<file path="src/rtl/fifo_word_packer.sv">
// fifo_word_packer: pops bytes from a fall-through FIFO read port and packs
// them little-endian into 32-bit words on a valid/ready output with byte
// enables. Partial words leave on an explicit flush or after an idle timeout.
module fifo_word_packer #(
    parameter int unsigned TIMEOUT = 8
) (
    input  logic        clk,
    input  logic        rst,
    input  logic        fifo_empty,
    input  logic [7:0]  rd_data,
    output logic        rd_en,
    input  logic        flush,
    output logic        out_valid,
    input  logic        out_ready,
    output logic [31:0] out_data,
    output logic [3:0]  out_be
);
    localparam int unsigned LANES  = 4;
    localparam int unsigned BYTE_W = 8;
    localparam int unsigned WORD_W = LANES * BYTE_W;
    localparam int unsigned CNT_W  = 3;
    localparam int unsigned IDLE_W = 8;

    localparam bit                TIMEOUT_EN = (TIMEOUT != 0);
    // Last idle count before the automatic flush is armed.
    localparam logic [IDLE_W-1:0] IDLE_LAST  = IDLE_W'(TIMEOUT - 1);

    localparam logic [CNT_W-1:0]  CNT_FULL   = CNT_W'(LANES);

    logic [WORD_W-1:0] acc, acc_nxt;
    logic [CNT_W-1:0]  acc_cnt, acc_cnt_nxt;
    logic              flush_pending, flush_pending_nxt;
    logic [IDLE_W-1:0] idle_cnt, idle_cnt_nxt;
    logic              out_valid_nxt;
    logic [WORD_W-1:0] out_data_nxt;
    logic [LANES-1:0]  out_be_nxt;

    logic              flush_req;
    logic              full;
    logic              partial;
    logic              out_free;
    logic              xfer;
    logic              pop;
    logic [LANES-1:0]  be_mask;
    logic [WORD_W-1:0] lane_mask;

    // Transfer / pop qualification.
    assign flush_req = flush | flush_pending;
    assign full      = (acc_cnt == CNT_FULL);
    assign partial   = (acc_cnt != '0) && (acc_cnt < CNT_FULL);
    assign out_free  = ~out_valid | out_ready;
    assign xfer      = (full | (flush_req & (acc_cnt != '0))) & out_free;
    assign pop       = ~rst & ~fifo_empty & ~flush_req & (~full | xfer);
    assign rd_en     = pop;

    // Byte enables and data mask for the lanes currently filled.
    always_comb begin
        be_mask   = '0;
        lane_mask = '0;
        case (acc_cnt)
            3'd0:    be_mask = 4'b0000;
            3'd1:    be_mask = 4'b0001;
            3'd2:    be_mask = 4'b0011;
            3'd3:    be_mask = 4'b0111;
            default: be_mask = 4'b1111;
        endcase
        for (int i = 0; i < LANES; i++) begin
            lane_mask[i*BYTE_W +: BYTE_W] = {BYTE_W{be_mask[i]}};
        end
    end

    // Next-state: accumulator, output register, flush and idle tracking.
    always_comb begin
        acc_nxt           = acc;
        acc_cnt_nxt       = acc_cnt;
        flush_pending_nxt = flush_pending;
        idle_cnt_nxt      = '0;
        out_valid_nxt     = out_valid;
        out_data_nxt      = out_data;
        out_be_nxt        = out_be;

        if (xfer) begin
            out_data_nxt      = acc & lane_mask;
            out_be_nxt        = be_mask;
            out_valid_nxt     = 1'b1;
            acc_cnt_nxt       = '0;
            flush_pending_nxt = 1'b0;
        end else if (out_valid && out_ready) begin
            out_valid_nxt = 1'b0;
        end

        if (pop) begin
            if (xfer) begin
                acc_nxt[BYTE_W-1:0] = rd_data;
                acc_cnt_nxt         = CNT_W'(1);
            end else begin
                for (int i = 0; i < LANES; i++) begin
                    if (acc_cnt == CNT_W'(i)) begin
                        acc_nxt[i*BYTE_W +: BYTE_W] = rd_data;
                    end
                end
                acc_cnt_nxt = acc_cnt + CNT_W'(1);
            end
        end

        // A flush against an empty accumulator is dropped.
        if (!xfer && flush && (acc_cnt != '0)) begin
            flush_pending_nxt = 1'b1;
        end

        // Idle timer only runs while a partial word sits untouched.
        if (partial && !pop && !flush_req) begin
            if (TIMEOUT_EN && (idle_cnt == IDLE_LAST)) begin
                flush_pending_nxt = 1'b1;
                idle_cnt_nxt      = '0;
            end else begin
                idle_cnt_nxt = idle_cnt + IDLE_W'(1);
            end
        end
    end

    // State registers with synchronous reset; mid-word bytes are dropped.
    always_ff @(posedge clk) begin
        if (rst) begin
            acc           <= '0;
            acc_cnt       <= '0;
            flush_pending <= 1'b0;
            idle_cnt      <= '0;
            out_valid     <= 1'b0;
            out_data      <= '0;
            out_be        <= '0;
        end else begin
            acc           <= acc_nxt;
            acc_cnt       <= acc_cnt_nxt;
            flush_pending <= flush_pending_nxt;
            idle_cnt      <= idle_cnt_nxt;
            out_valid     <= out_valid_nxt;
            out_data      <= out_data_nxt;
            out_be        <= out_be_nxt;
        end
    end

endmodule

</file>
<file path="config.mk">
export PLATFORM = sky130hd
export DESIGN_NAME = fifo_word_packer
export DESIGN_NICKNAME = d
export VERILOG_FILES = /design/src/rtl/fifo_word_packer.sv
export SDC_FILE = /design/constraint.sdc
export NUM_CORES = 1
export LEC_CHECK = 0
export BUFFER_PORTS_ARGS = -buffer_cell sky130_fd_sc_hd__buf_2
export CORE_ASPECT_RATIO = 1.1
export CORE_MARGIN = 1
export CORE_UTILIZATION = 45
export CTS_CLUSTER_DIAMETER = 40
export CTS_CLUSTER_SIZE = 30
export DETAILED_ROUTE_END_ITERATION = 12
export GPL_TIMING_DRIVEN = 0
export PLACE_DENSITY = 0.66
export SYNTH_ARGS = -nofsm -noshare
export SYNTH_HDL_FRONTEND = slang
export SYNTH_SLANG_ARGS = --single-unit
</file>
<file path="constraint.sdc">
create_clock -name clk -period 2.65 [get_ports clk]
set_input_delay 0.3975 -clock clk [delete_from_list [all_inputs] [get_ports clk]]
set_output_delay 0.3975 -clock clk [all_outputs]
set_load 0.05 [all_outputs]
</file>
# Word-level counts from Yosys, hierarchy flattened
# Cells that the tools add are included.
# word_totals
reg_bits,81
inputBits,13
out_inout_bits,38
# classes
addsub,2
order_cmp,1
n_eq_ne,5
n_mux,12
bitwise,17
n_reduce_logical,19
# op_table
operator,count
32-bit bitwise AND,1
8-bit 2-to-1 mux,2
4-bit case mux with 4 select lines,1
3-bit 2-to-1 mux,3
3-bit AND reduction,3
"8-bit by 1-bit adder with 8-bit output, second input constant",1
"8-bit by 3-bit == test with 1-bit output, second input constant",1
1-bit inverter,7
"3-bit by 2-bit == test with 1-bit output, second input constant",2
1-bit logical AND,6
1-bit 2-to-1 mux,6
2-bit nonzero test,3
1-bit bitwise AND,5
1-bit bitwise OR,4
"3-bit by 1-bit adder with 3-bit output, second input constant",1
"3-bit by 1-bit == test with 1-bit output, second input constant",1
"3-bit == test, second input constant",1
1-bit logical NOT,3
3-bit logical NOT,1
"3-bit less-than comparator, second input constant",1
3-bit nonzero test,1
3-bit OR reduction,1
2-bit AND reduction,1

# Logic depth before layout (Yosys ltp)
# depth
word_depth,11
depth_mapped,8
ltp_nobuf,6

# Worst setup path before layout
# No wires, ideal clock.
# synth_path
path_type,input to register
from,input flush
to,register acc[24]
setup_ns,0.072
t_arrival_ns,1.952
setup_slack_ns,0.627
path_stages,5
path_cell_list,or4_4 -> a31oi_4 -> and3_2 -> buf_6 -> mux2i_1
# synth_between
elab_chain_len,7
word_cells_on_any_way,10
cone_classes,bitwise: 9; reduce/logical: 1
# synth_rtl
item,line,rtl
"start, declared",12,"input logic flush,"
1-bit bitwise OR *,48,assign flush_req = flush | flush_pending;
1-bit bitwise AND,52,assign xfer = (full | (flush_req & (acc_cnt != '0))) & out_free;
1-bit bitwise OR,52,
1-bit bitwise AND,52,
1-bit bitwise OR,53,assign pop = ~rst & ~fifo_empty & ~flush_req & (~full | xfer);
1-bit bitwise AND *,53,
named net rd_en,11,"output logic rd_en,"
3-bit AND reduction (no source line) *,-,
"end signal, assigned",133,acc <= acc_nxt;
"end, declared",30,"logic [WORD_W-1:0] acc, acc_nxt;"
# Mark *: on every way through the listed nets, which the timed path passes. The rest lies on a longest branch.
# A chain may end at the register's enable or synchronous reset.

# Final worst setup path
# layout_path
from,register flush_pending
to,output rd_en
# layout_between
elab_chain_len,6
word_cells_on_any_way,8
cone_classes,bitwise: 8
# layout_rtl
item,line,rtl
"start, declared",32,"logic flush_pending, flush_pending_nxt;"
"start signal, assigned",135,flush_pending <= flush_pending_nxt;
1-bit bitwise OR *,48,
1-bit bitwise AND,52,
1-bit bitwise OR,52,
1-bit bitwise AND,52,
1-bit bitwise OR,53,
1-bit bitwise AND *,53,
"end, declared",11,
# Mark *: on every way between the ends. The rest lies on a longest branch, timed or not.

==> out/results.ini <==
[critical_path]
regToRegEndpoint=out_data[22]
endpoint_kind=output port
reg2regPathDepth=7
rr_startpoint=acc_cnt[1]
r2r_setup_slack_ns=0.42
arrival_ns=1.84
worstSetupPathType=reg -> out
cp_max_fo=8
critical_path_required_ns=2.25
critPathLaunchType=flip-flop

[worst_hold_path]
hold_start=rd_data[4]
worstHoldPathCells=3
hold_end=acc[20]
hold_class=in -> reg

[drt]
first_iter_violations=108
antenna_left=0
wl_per_cell_um=13.9
drt_drc_violations_left=0
vias=2493
vias_per_cell=5.02
finalWirelength_mm=6.93
dr.pass1.iters=4

[clock_tree]
clk_pin_slew_ns=0.08
cts.root.buffer_cell=clkbuf_8
ctsResizeCount=0
cts_buffers=9
holdBufCountCts=0
clockBufferDepth=2
cts.sinks=81
tritoncts=done
htree_num_levels=3
cts_setup_buffers=0
insertion_delay_ns=0.35

[logic_synthesis]
ys.warnings.count=0
synth_edf_count=0
ys_seq_area_frac=0.511
synth.avg_cell_area_um2=9.07
ys_seq_elements=81
syn-num-nets=369
ys_async_sr_fraction=0
yosysUniqueCellTypes=32
synth_area_um2=3170
syn_inst=350
synth_ff_type=dfxtp_1

[layout]
post-route-util=0.558
drive_above_1_share=0.186
syn2layout_area_growth_pct=17.9
diodes=0
fillers=682
nets=430
stdcell_count=497

[floorplanning]
rows=31
io-pin-count=51
core_area_um2=6710
die_area_um2=7390
die_x_um=82.1
dieHeight_um=90.1
initial_core_util=0.473

[power]
p_per_area_nw_per_um2=647
p_total_mw=2.42
ir_worst_vdd_v=0.000369
p_leak_nw=1.61

[global_routing]
grt_pass1_vias=2331
grt_overflow_total=0
grt_max_degree=15
antenna_found_initial=0
grtUsageTotal=0.205
grt_pass1_wl_mm=11.4

[placement]
io_buffers=50
place.gp.congestion=0.838
hpwl_mm=4.96
place_inst=482

[timing]
max_freq_ghz=0.446
post-route-min-period_ns=2.24
fin_hold_ws_ns=0.333
setup_viol=0
tns_ns=0
slew_headroom=0.603
rsz0062_at_grt=no
finalCritPeriodShare=0.846
final_hold_viol_count=0
max_slew.worst_pin.slew_ns=0.595
clock_skew_ns=0.0104
slew_violations=0

[run_status]
outcome=complete, no violations

[flow_run]
cap_violations=0

per-layer routing:
metal	GRT usage	routed length, um	vias to the layer above
met5	0	0	-
met4	0.0746	82	0
met3	0.0447	232	8
met2	0.309	3230	42
met1	0.282	3380	1148
li1	-	-	1295
where the power goes:
| group | total, mW | internal, mW | switching, mW |
|---|---|---|---|
| logic | 0.205 | 0.0543 | 0.150 |
| clock network | 0.978 | 0.530 | 0.448 |
| registers | 1.24 | 1.23 | 0.00882 |
| total | 2.42 | 1.82 | 0.607 |
worst max-delay path, stage by stage, from the launching register on:
cell and delay [ns]:
dfxtp_1 0.35, or4_4 0.55, a31oi_4 0.27, buf_2 0.32
flip-flops by register name, summed over array words and instances, names as in the netlist:
name,cells
acc_cnt,3
out_data,32
flush_pending,1
out_valid,1
acc,32
idle_cnt,8
out_be,4
final cells by class:
type | count | area, um^2 | share of cell area
Sequential cell | 81 | 1620 | 0.433
Multi-Input combinational cell | 243 | 1440 | 0.385
Timing Repair Buffer | 50 | 250 | 0.0669
Clock buffer | 9 | 124 | 0.0331
Tap cell | 82 | 103 | 0.0274
Buffer | 22 | 96.3 | 0.0257
Clock inverter | 6 | 91.3 | 0.0244
Inverter | 4 | 15.0 | 0.00401
through the flow:
stage	instance area (um^2)	setup slack [ns]
floorplan	3170	0.627
global placement	3530	0.427
detailed placement	3530	0.425
CTS	3740	0.395
global route	3740	0.205
finish	3740	0.409
how the worst max path moves through the flow:
| stage | from | end | slack, ns | depth (start not counted) |
|---|---|---|---|---|
| 3_5_place_dp | acc_cnt[1] | out_data[12] | 0.42 | 8 |
| 4_1_cts | flush_pending | rd_en | 0.40 | 3 |
| 5_1_grt | acc_cnt[1] | out_data[23] | 0.20 | 7 |
| 3_3_place_gp | acc_cnt[1] | out_data[15] | 0.43 | 7 |
| 6_report | flush_pending | rd_en | 0.41 | 3 |
| 2_1_floorplan | flush | acc[24] | 0.63 | 5 |
cells in the mapped netlist, types with 2 or more instances:
| library cell | number | share of area |
|---|---|---|
| a21oi_1 | 34 | 0.054 |
| and3_1 | 2 | 0.0039 |
| buf_1 | 3 | 0.0035 |
| buf_2 | 4 | 0.0063 |
| clkbuf_1 | 13 | 0.015 |
| dfxtp_1 | 81 | 0.51 |
| ha_1 | 6 | 0.024 |
| inv_1 | 4 | 0.0047 |
| mux2i_1 | 33 | 0.10 |
| nand2_1 | 36 | 0.043 |
| nand2b_1 | 24 | 0.047 |
| nand3_1 | 40 | 0.063 |
| nor2_1 | 38 | 0.045 |
| nor2b_1 | 2 | 0.0039 |
| nor3_1 | 8 | 0.013 |
| or3_1 | 2 | 0.0039 |
| xor2_1 | 5 | 0.014 |
logic make-up after synthesis:
group                      share of synthesized area
and+or+nand+nor                                0.240
muxes                                          0.104
DFF                                            0.511
xor gates and xnor gates                      0.0166
AOI/OAI and AO/OA                             0.0702
adders and majority gates                     0.0236
buffers and inverters                         0.0351
layout by cell type, fill, tap and decap left out, drive strengths merged:
| master | instances |
|---|---|
| a2111oi | 1 |
| a21oi | 34 |
| a31oi | 1 |
| and2b | 1 |
| and3 | 3 |
| buf | 58 |
| bufinv | 2 |
| clkbuf | 23 |
| clkinv | 3 |
| dfxtp | 81 |
| ha | 6 |
| inv | 5 |
| mux2i | 33 |
| nand2 | 36 |
| nand2b | 24 |
| nand3 | 40 |
| nand4 | 1 |
| nor2 | 38 |
| nor2b | 2 |
| nor3 | 8 |
| nor4b | 1 |
| o21ai | 2 |
| o32ai | 1 |
| or2 | 1 |
| or3 | 3 |
| or4 | 1 |
| xnor2 | 1 |
| xor2 | 5 |
(Power assumes the default switching activity.)
